[config.mk]
export PLATFORM = sky130hd
export DESIGN_NAME = bus_cmd_master
export DESIGN_NICKNAME = d
export VERILOG_FILES = /design/src/rtl/bus_cmd_master.sv
export SDC_FILE = /design/constraint.sdc
export NUM_CORES = 1
export LEC_CHECK = 0
export CAP_MARGIN = 20
export CORE_ASPECT_RATIO = 1.1
export CORE_MARGIN = 1.5
export CORE_UTILIZATION = 55
export DETAILED_ROUTE_END_ITERATION = 7
export DONT_BUFFER_PORTS = 1
export GPL_ROUTABILITY_DRIVEN = 0
export PLACE_DENSITY = 0.7
export SETUP_SLACK_MARGIN = 0.4
export SKIP_CTS_REPAIR_TIMING = 1
export SYNTH_ARGS = -nofsm -noshare
export SYNTH_HDL_FRONTEND = slang
export SYNTH_SLANG_ARGS = --single-unit
[constraint.sdc]
create_clock -name clk_i -period 2.8 [get_ports clk_i]
set_input_delay 0.28 -clock clk_i [delete_from_list [all_inputs] [get_ports clk_i]]
set_output_delay 0.28 -clock clk_i [all_outputs]
set_load 0.01 [all_outputs]
[src/rtl/bus_cmd_master.sv]
// bus_cmd_master: UART command frames in, single-word peripheral bus transactions out, result bytes back to UART
module bus_cmd_master #(
   parameter int TIMEOUT_CYCLES = 100000,
   parameter int RD_LATENCY     = 1
) (
   input  logic        clk_i,
   input  logic        rst_i,
   input  logic [7:0]  rx_data_i,
   input  logic        rx_valid_i,
   output logic [7:0]  tx_data_o,
   output logic        tx_valid_o,
   input  logic        tx_ready_i,
   output logic [31:0] addr_o,
   output logic [31:0] data_o,
   input  logic [31:0] data_i,
   output logic        sel_o,
   output logic        wr_o,
   output logic        busy_o
);
   localparam int TW = $clog2(TIMEOUT_CYCLES + 1);
   localparam int LW = $clog2(RD_LATENCY + 1);
   typedef enum logic [2:0] {IDLE, ADDR, DATA, BUS, WAIT, RESP} state_t;
   state_t        state;
   logic          is_wr;
   logic [1:0]    cnt;
   logic [TW-1:0] tmo;
   logic [LW-1:0] lat;
   logic [23:0]   resp;
   logic          last_field;
   always_comb last_field = !(state == ADDR && is_wr);
   always_ff @(posedge clk_i) begin
      if (rst_i) begin
         state      <= IDLE;
         is_wr      <= 1'b0;
         cnt        <= '0;
         tmo        <= '0;
         lat        <= '0;
         resp       <= '0;
         tx_data_o  <= '0;
         tx_valid_o <= 1'b0;
         addr_o     <= '0;
         data_o     <= '0;
         sel_o      <= 1'b0;
         wr_o       <= 1'b0;
         busy_o     <= 1'b0;
      end else begin
         sel_o <= 1'b0;
         wr_o  <= 1'b0;
         case (state)
            IDLE: if (rx_valid_i) begin
               busy_o <= 1'b1;
               cnt    <= '0;
               tmo    <= '0;
               if (rx_data_i == 8'h57 || rx_data_i == 8'h52) begin
                  is_wr <= rx_data_i == 8'h57;
                  state <= ADDR;
               end else begin
                  tx_data_o  <= 8'h3F;
                  tx_valid_o <= 1'b1;
                  state      <= RESP;
               end
            end
            ADDR, DATA: begin
               // expiry takes priority over a byte arriving in the same cycle
               if (tmo == TW'(TIMEOUT_CYCLES)) begin
                  state  <= IDLE;
                  busy_o <= 1'b0;
               end else if (rx_valid_i) begin
                  tmo <= '0;
                  cnt <= cnt + 2'd1;
                  if (state == ADDR) addr_o <= {addr_o[23:0], rx_data_i};
                  else data_o <= {data_o[23:0], rx_data_i};
                  if (cnt == 2'd3) begin
                     state <= last_field ? BUS : DATA;
                     sel_o <= last_field;
                     wr_o  <= last_field && is_wr;
                  end
               end else tmo <= tmo + 1'b1;
            end
            BUS: begin
               lat <= LW'(1);
               if (is_wr) begin
                  tx_data_o  <= 8'h4B;
                  tx_valid_o <= 1'b1;
                  cnt        <= '0;
                  state      <= RESP;
               end else state <= WAIT;
            end
            WAIT: if (lat == LW'(RD_LATENCY)) begin
               tx_data_o  <= data_i[31:24];
               resp       <= data_i[23:0];
               tx_valid_o <= 1'b1;
               cnt        <= 2'd3;
               state      <= RESP;
            end else lat <= lat + 1'b1;
            RESP: if (tx_ready_i) begin
               // cnt holds the number of bytes still queued behind tx_data_o
               if (cnt == 2'd0) begin
                  tx_valid_o <= 1'b0;
                  busy_o     <= 1'b0;
                  state      <= IDLE;
               end else begin
                  tx_data_o <= resp[23:16];
                  resp      <= {resp[15:0], 8'h00};
                  cnt       <= cnt - 2'd1;
               end
            end
            default: begin
               state  <= IDLE;
               busy_o <= 1'b0;
            end
         endcase
      end
   end
endmodule

# Yosys cells after proc, flatten, opt, wreduce, memory -nomap -nowiden
# Cells that the tools add are included.
[op_classes] addsub=4 multipliers=0 div_mod_pow=0 order_cmp=0 n_eq_ne=21 n_shift=0 mux=46 bitwise_logic=6 n_reduce_logical=24
[ops] op="$mux 24" n=3
[ops] op="$mux 17" n=3
[ops] op="$mux 8" n=6
[ops] op="$pmux 24 s2" n=1
[ops] op="$pmux 17 s2" n=1
[ops] op="$pmux 8 s4" n=1
[ops] op="$mux 3" n=8
[ops] op="$ne 2x2->1 const B" n=10
[ops] op="$add 17x1->17 const B" n=1
[ops] op="$eq 17x17->1 const B" n=1
[ops] op="$eq 8x7->1 const B" n=2
[ops] op="$pmux 3 s5" n=1
[ops] op="$mux 2" n=7
[ops] op="$reduce_and 7->1" n=2
[ops] op="$reduce_and 4->1" n=3
[ops] op="$mux 1" n=11
[ops] op="$pmux 2 s5" n=1
[ops] op="$pmux 1 s4" n=2
[ops] op="$reduce_and 8->1" n=1
[ops] op="$eq 3x2->1 const B" n=2
[ops] op="$eq 3x3->1 const B" n=2
[ops] op="$ne 3x3->1 const B" n=2
[ops] op="$not 1->1" n=6
[ops] op="$reduce_and 3->1" n=2
[ops] op="18 further kinds" n=22
[word_totals] reg_bits=124 latchBits=0 ramBits=0 rom_bits=0 inputBits=44 output_inout_bits=76 word_cells=114 memories=0

# Logic depth before layout (Yosys ltp)
[logic_depth] word_depth=7 ltp_mapped=9 ltp_nobuf=7

# Worst setup path after synthesis
# OpenSTA, ideal clock, no wires.
[synth_timing] kind="flip-flop to flip-flop" from="register tmo[0]" to="register data_o[11]" setup_time_ns=0.142 arrival_time_ns=1.895 required_ns=2.658 path_slack_ns=0.763 path_stages_with_launch=10 n_path_buf=2 period_less_slack_ns=2.037 cell_sequence="dfxtp_1 > inv_1 > ha_1 > and4b_4 > a41o_4 > or4b_4 > buf_6 > buf_6 > nand2_2 > a21oi_2"
[synth_between] elab_chain_cells=3
[synth_rtl] element="start: declaration" line_no="26" text="logic [TW-1:0] tmo;"
[synth_rtl] element="start signal: assignment" line_no="78" text="end else tmo <= tmo + 1'b1;"
[synth_rtl] element="$eq 17x17->1" line_no="65" text="if (tmo == TW'(TIMEOUT_CYCLES)) begin"
[synth_rtl] element="$not 1->1 (no source line)"
[synth_rtl] element="$reduce_and 4->1 (no source line)"
[synth_rtl] element="end signal: assignment" line_no="72" text="else data_o <= {data_o[23:0], rx_data_i};"
[synth_rtl] element="end: declaration" line_no="14" text="output logic [31:0] data_o,"
# No other way between the ends.
# A chain may end at the register's enable or synchronous reset.

# Worst setup path after layout
[layout_timing] from="register tmo[0]" to="register data_o[31]"
# Same word-level chain as after synthesis.

==> flow_summary.toml <==
[worst_setup_path]
cp_max_fo = 32
slowest_delay_ns = 0.79
end_kind = "register"
cp.required_ns = 3.19
worstPathCellList = "inv_1 > ha_1 > and4b_4 > a41o_4 > or4b_4 > nand2_1 > a21oi_1"
r2r_start = "tmo[0]$_SDFFE_PP0P_"
critPathSlowestCell = "or4b_4"
start_kind = "register"
cp_data_arrival_time_ns = 2.69
ff2ff_path_depth = 7
reg2reg_to = "data_o[31]$_SDFFE_PP0P_"
crit_type = "reg -> reg"
r2r_setup_slack_ns = 0.50

[global_routing]
track_usage_pct = 23.81
grt_overflow = 0
grt_max_degree = 115
grt_pass1_vias = 4268
antenna_found_initial = 0
grt_pass1_wl_mm = 20.22

[drt]
routed_via_density = 5.871
drt_first_iter_violations = 278
via_count = 4820
post_drt_wl_per_cell_um = 16.39
wl_met3_mm = 1.105
wl_met2_mm = 6.530
dr.pass1.iters = 8
wirelength_met1_mm = 5.589
ant_nets = 0
routed_wl_mm = 13.45
highest_layer = "met4"
drc = 9

[sta]
fin_crit_ns = 2.301
maxSlewViolCount = 0
rsz0062_at_grt = "false"
hold_ws_ns = -0.03145
max_freq_mhz = 434.6
setup_viol = 0
final.period_utilization_pct = 82.19
finalHoldViolations = 2
skew_ns = 0.01026
maxSlewHeadroom_pct = 55.46
setup_tns_ns = 0
worst_pin_slew_ns = 0.6630

[cts]
clockBufferDepth = 2
clkTransAtPathRegs_ns = 0.06
cts_num_sinks = 124
cts-htree-levels = 4
cts_tree = "built"
cts_buffers = 17
ctsRootBufferMaster = "clkbuf_8"
clk_latency_ns = 0.53

[synth]
synth_top_flop_cell = "dfxtp_1"
syn-cell-area_um2 = 5537
synth-edff-count = 0
yosys.cell_types.count = 59
synthArstFlopShare_pct = 0
ys_seq_area_share_pct = 44.84
synth_seq_cells = 124
syn-mean-instance-area_um2 = 8.251
syn_nets = 717
yosysWarnings = 0
postSynthCellCount = 671

[floorplanning]
fp-row-count = 38
die_y_um = 108.2
io_pins = 120
dieArea_um2 = 10680
fp.dieW_um = 98.66
start_util_pct = 56.25
core-area_um2 = 9842

[layout]
seqCellArea_um2 = 2484
fillCellCount = 818
fin_util_pct = 66.18
fin_nets = 734
diodes = 0
drive_gt1_share_pct = 14.84
multi_input_area_um2 = 2813
syn_to_final_growth_pct = 17.65

[placed_design]
port-buffer-count = 0
hpwl_mm = 8.434

[power_and_ir_drop]
leakagePower_nw = 2.200
irDropWorstVdd_mv = 0.5622
power_density_nw_per_um2 = 933.0

[min_path]
hold_path_class = "in -> reg"
min_to = "is_wr$_SDFFE_PP0P_"
hp-start = "rx_data_i[0]"
hold_depth = 2

[flow_run]
cap_violations = 0

[run_status]
violations = "design-rule violations, negative hold slack"
outcome = "complete, but fails checks"
[Yosys cell counts (3+ instances only)]
cell type / n / area, µm²
clkbuf_1: 21 / 78.83
a311oi_1: 17 / 148.9
nand2_1: 158 / 593.1
xor2_1: 5 / 43.79
mux2i_1: 8 / 80.08
nand2_2: 31 / 193.9
o21a_1: 5 / 37.54
a211oi_1: 9 / 67.56
nor3_1: 11 / 55.05
or3_1: 4 / 25.02
a31oi_1: 3 / 18.77
nor2_1: 38 / 142.6
a21oi_1: 85 / 425.4
nand2b_1: 6 / 37.54
or2_2: 4 / 25.02
and3_1: 8 / 50.05
nand4_1: 5 / 31.28
buf_2: 20 / 100.1
nand3_1: 8 / 40.04
a21boi_0: 4 / 30.03
buf_6: 4 / 45.04
inv_1: 6 / 22.52
dfxtp_1: 124 / 2482
o21ai_0: 4 / 20.02
nor4_1: 7 / 43.79
o22ai_1: 4 / 25.02
xnor2_1: 8 / 70.07
a21oi_2: 10 / 87.58
nand3b_1: 15 / 112.6
[sequential cells by signal, summed over array words and instances, names as in the netlist, 2 cells and up]
register   cells
tx_data_o      8
cnt            2
data_o        32
state          3
addr_o        32
resp          24
tmo           17
[power breakdown]
group          internal [mW]  switching, mW  total, mW
sequential              2.01          0.287       2.30
combinational          0.610          0.948       1.56
clock                   1.41          0.816       2.22
total                   4.03           2.05       6.08
[cell families (layout without fill, tap and decap cells)]
kind of cell    after synthesis  after routing  share of synthesized area (%)
simple gates                316            316                          28.05
compound gates              153            153                          18.10
flops                       124            124                          44.84
buf+inv                      53             83                          4.655
xor+xnor                     13             13                          2.057
mux                          10             10                          1.853
fa+ha+maj                     2              2                         0.4519
[worst max-delay path: cells and delay by family (launching register included)]
kind | cells | cell delay [ns]
AOI/OAI and AO/OA | 2 | 0.33
and+or+nand+nor | 3 | 1.18
DFF | 1 | 0.37
adders and majority gates | 1 | 0.21
buffers and inverters | 1 | 0.07
[placed cells by master (no fill, tap or decap), drive strengths merged, types with 9 or more instances in the layout]
| cell type | n |
|---|---|
| nand2 | 189 |
| dfxtp | 124 |
| a21oi | 95 |
| nor2 | 39 |
| dlygate4sd3 | 34 |
| clkbuf | 19 |
| a311oi | 17 |
| nand3b | 15 |
| nor3 | 13 |
| buf | 10 |
| a211oi | 9 |
| inv | 9 |
[worst max path at each step]
stage | startpoint | endpoint | slack, ns | cells past startpoint
global placement | tmo[0]$_SDFFE_PP0P_ | data_o[16]$_SDFFE_PP0P_ | 0.57 | 7
CTS | tmo[0]$_SDFFE_PP0P_ | data_o[31]$_SDFFE_PP0P_ | 0.52 | 7
global route | state[0]$_SDFFE_PP0P_ | tx_data_o[6]$_SDFFE_PP0P_ | 0.39 | 5
floorplan | tmo[0]$_SDFFE_PP0P_ | data_o[11]$_SDFFE_PP0P_ | 0.76 | 9
finish | tmo[0]$_SDFFE_PP0P_ | data_o[31]$_SDFFE_PP0P_ | 0.50 | 7
detailed placement | tmo[0]$_SDFFE_PP0P_ | data_o[31]$_SDFFE_PP0P_ | 0.54 | 7
[through the flow]
| step | power [mW] | worst slack (ns) | hold slack (ns) | instance area, µm² | instances |
|---|---|---|---|---|---|
| CTS | 6.000 | 0.5234 | -0.1894 | 6140 | 786 |
| finish | 6.077 | 0.4988 | -0.03145 | 6514 | 821 |
| floorplan | 3.506 | 0.7630 | 0.4160 | 5537 | 671 |
| global placement | 3.737 | 0.5747 | 0.3700 | 5534 | 754 |
| detailed placement | 3.776 | 0.5405 | 0.3668 | 5534 | 754 |
| global route | 6.403 | 0.3896 | 0.0002267 | 6514 | 821 |
[area by class of cell]
| class | count | share of cell area [%] |
|---|---|---|
| Clock buffer | 19 | 6.781 |
| Multi-Input combinational cell | 494 | 43.18 |
| Tap cell | 120 | 2.305 |
| Inverter | 7 | 0.4034 |
| Clock inverter | 13 | 2.516 |
| Sequential cell | 124 | 38.13 |
| Timing Repair Buffer | 44 | 6.685 |
[layer usage]
metal  vias up  GRT usage (%)
li1       2352              -
met1      2274          28.62
met2       173          38.74
met3        21          9.567
met4         0          8.469
met5         -              0
Power figures use the tool's default switching activity.
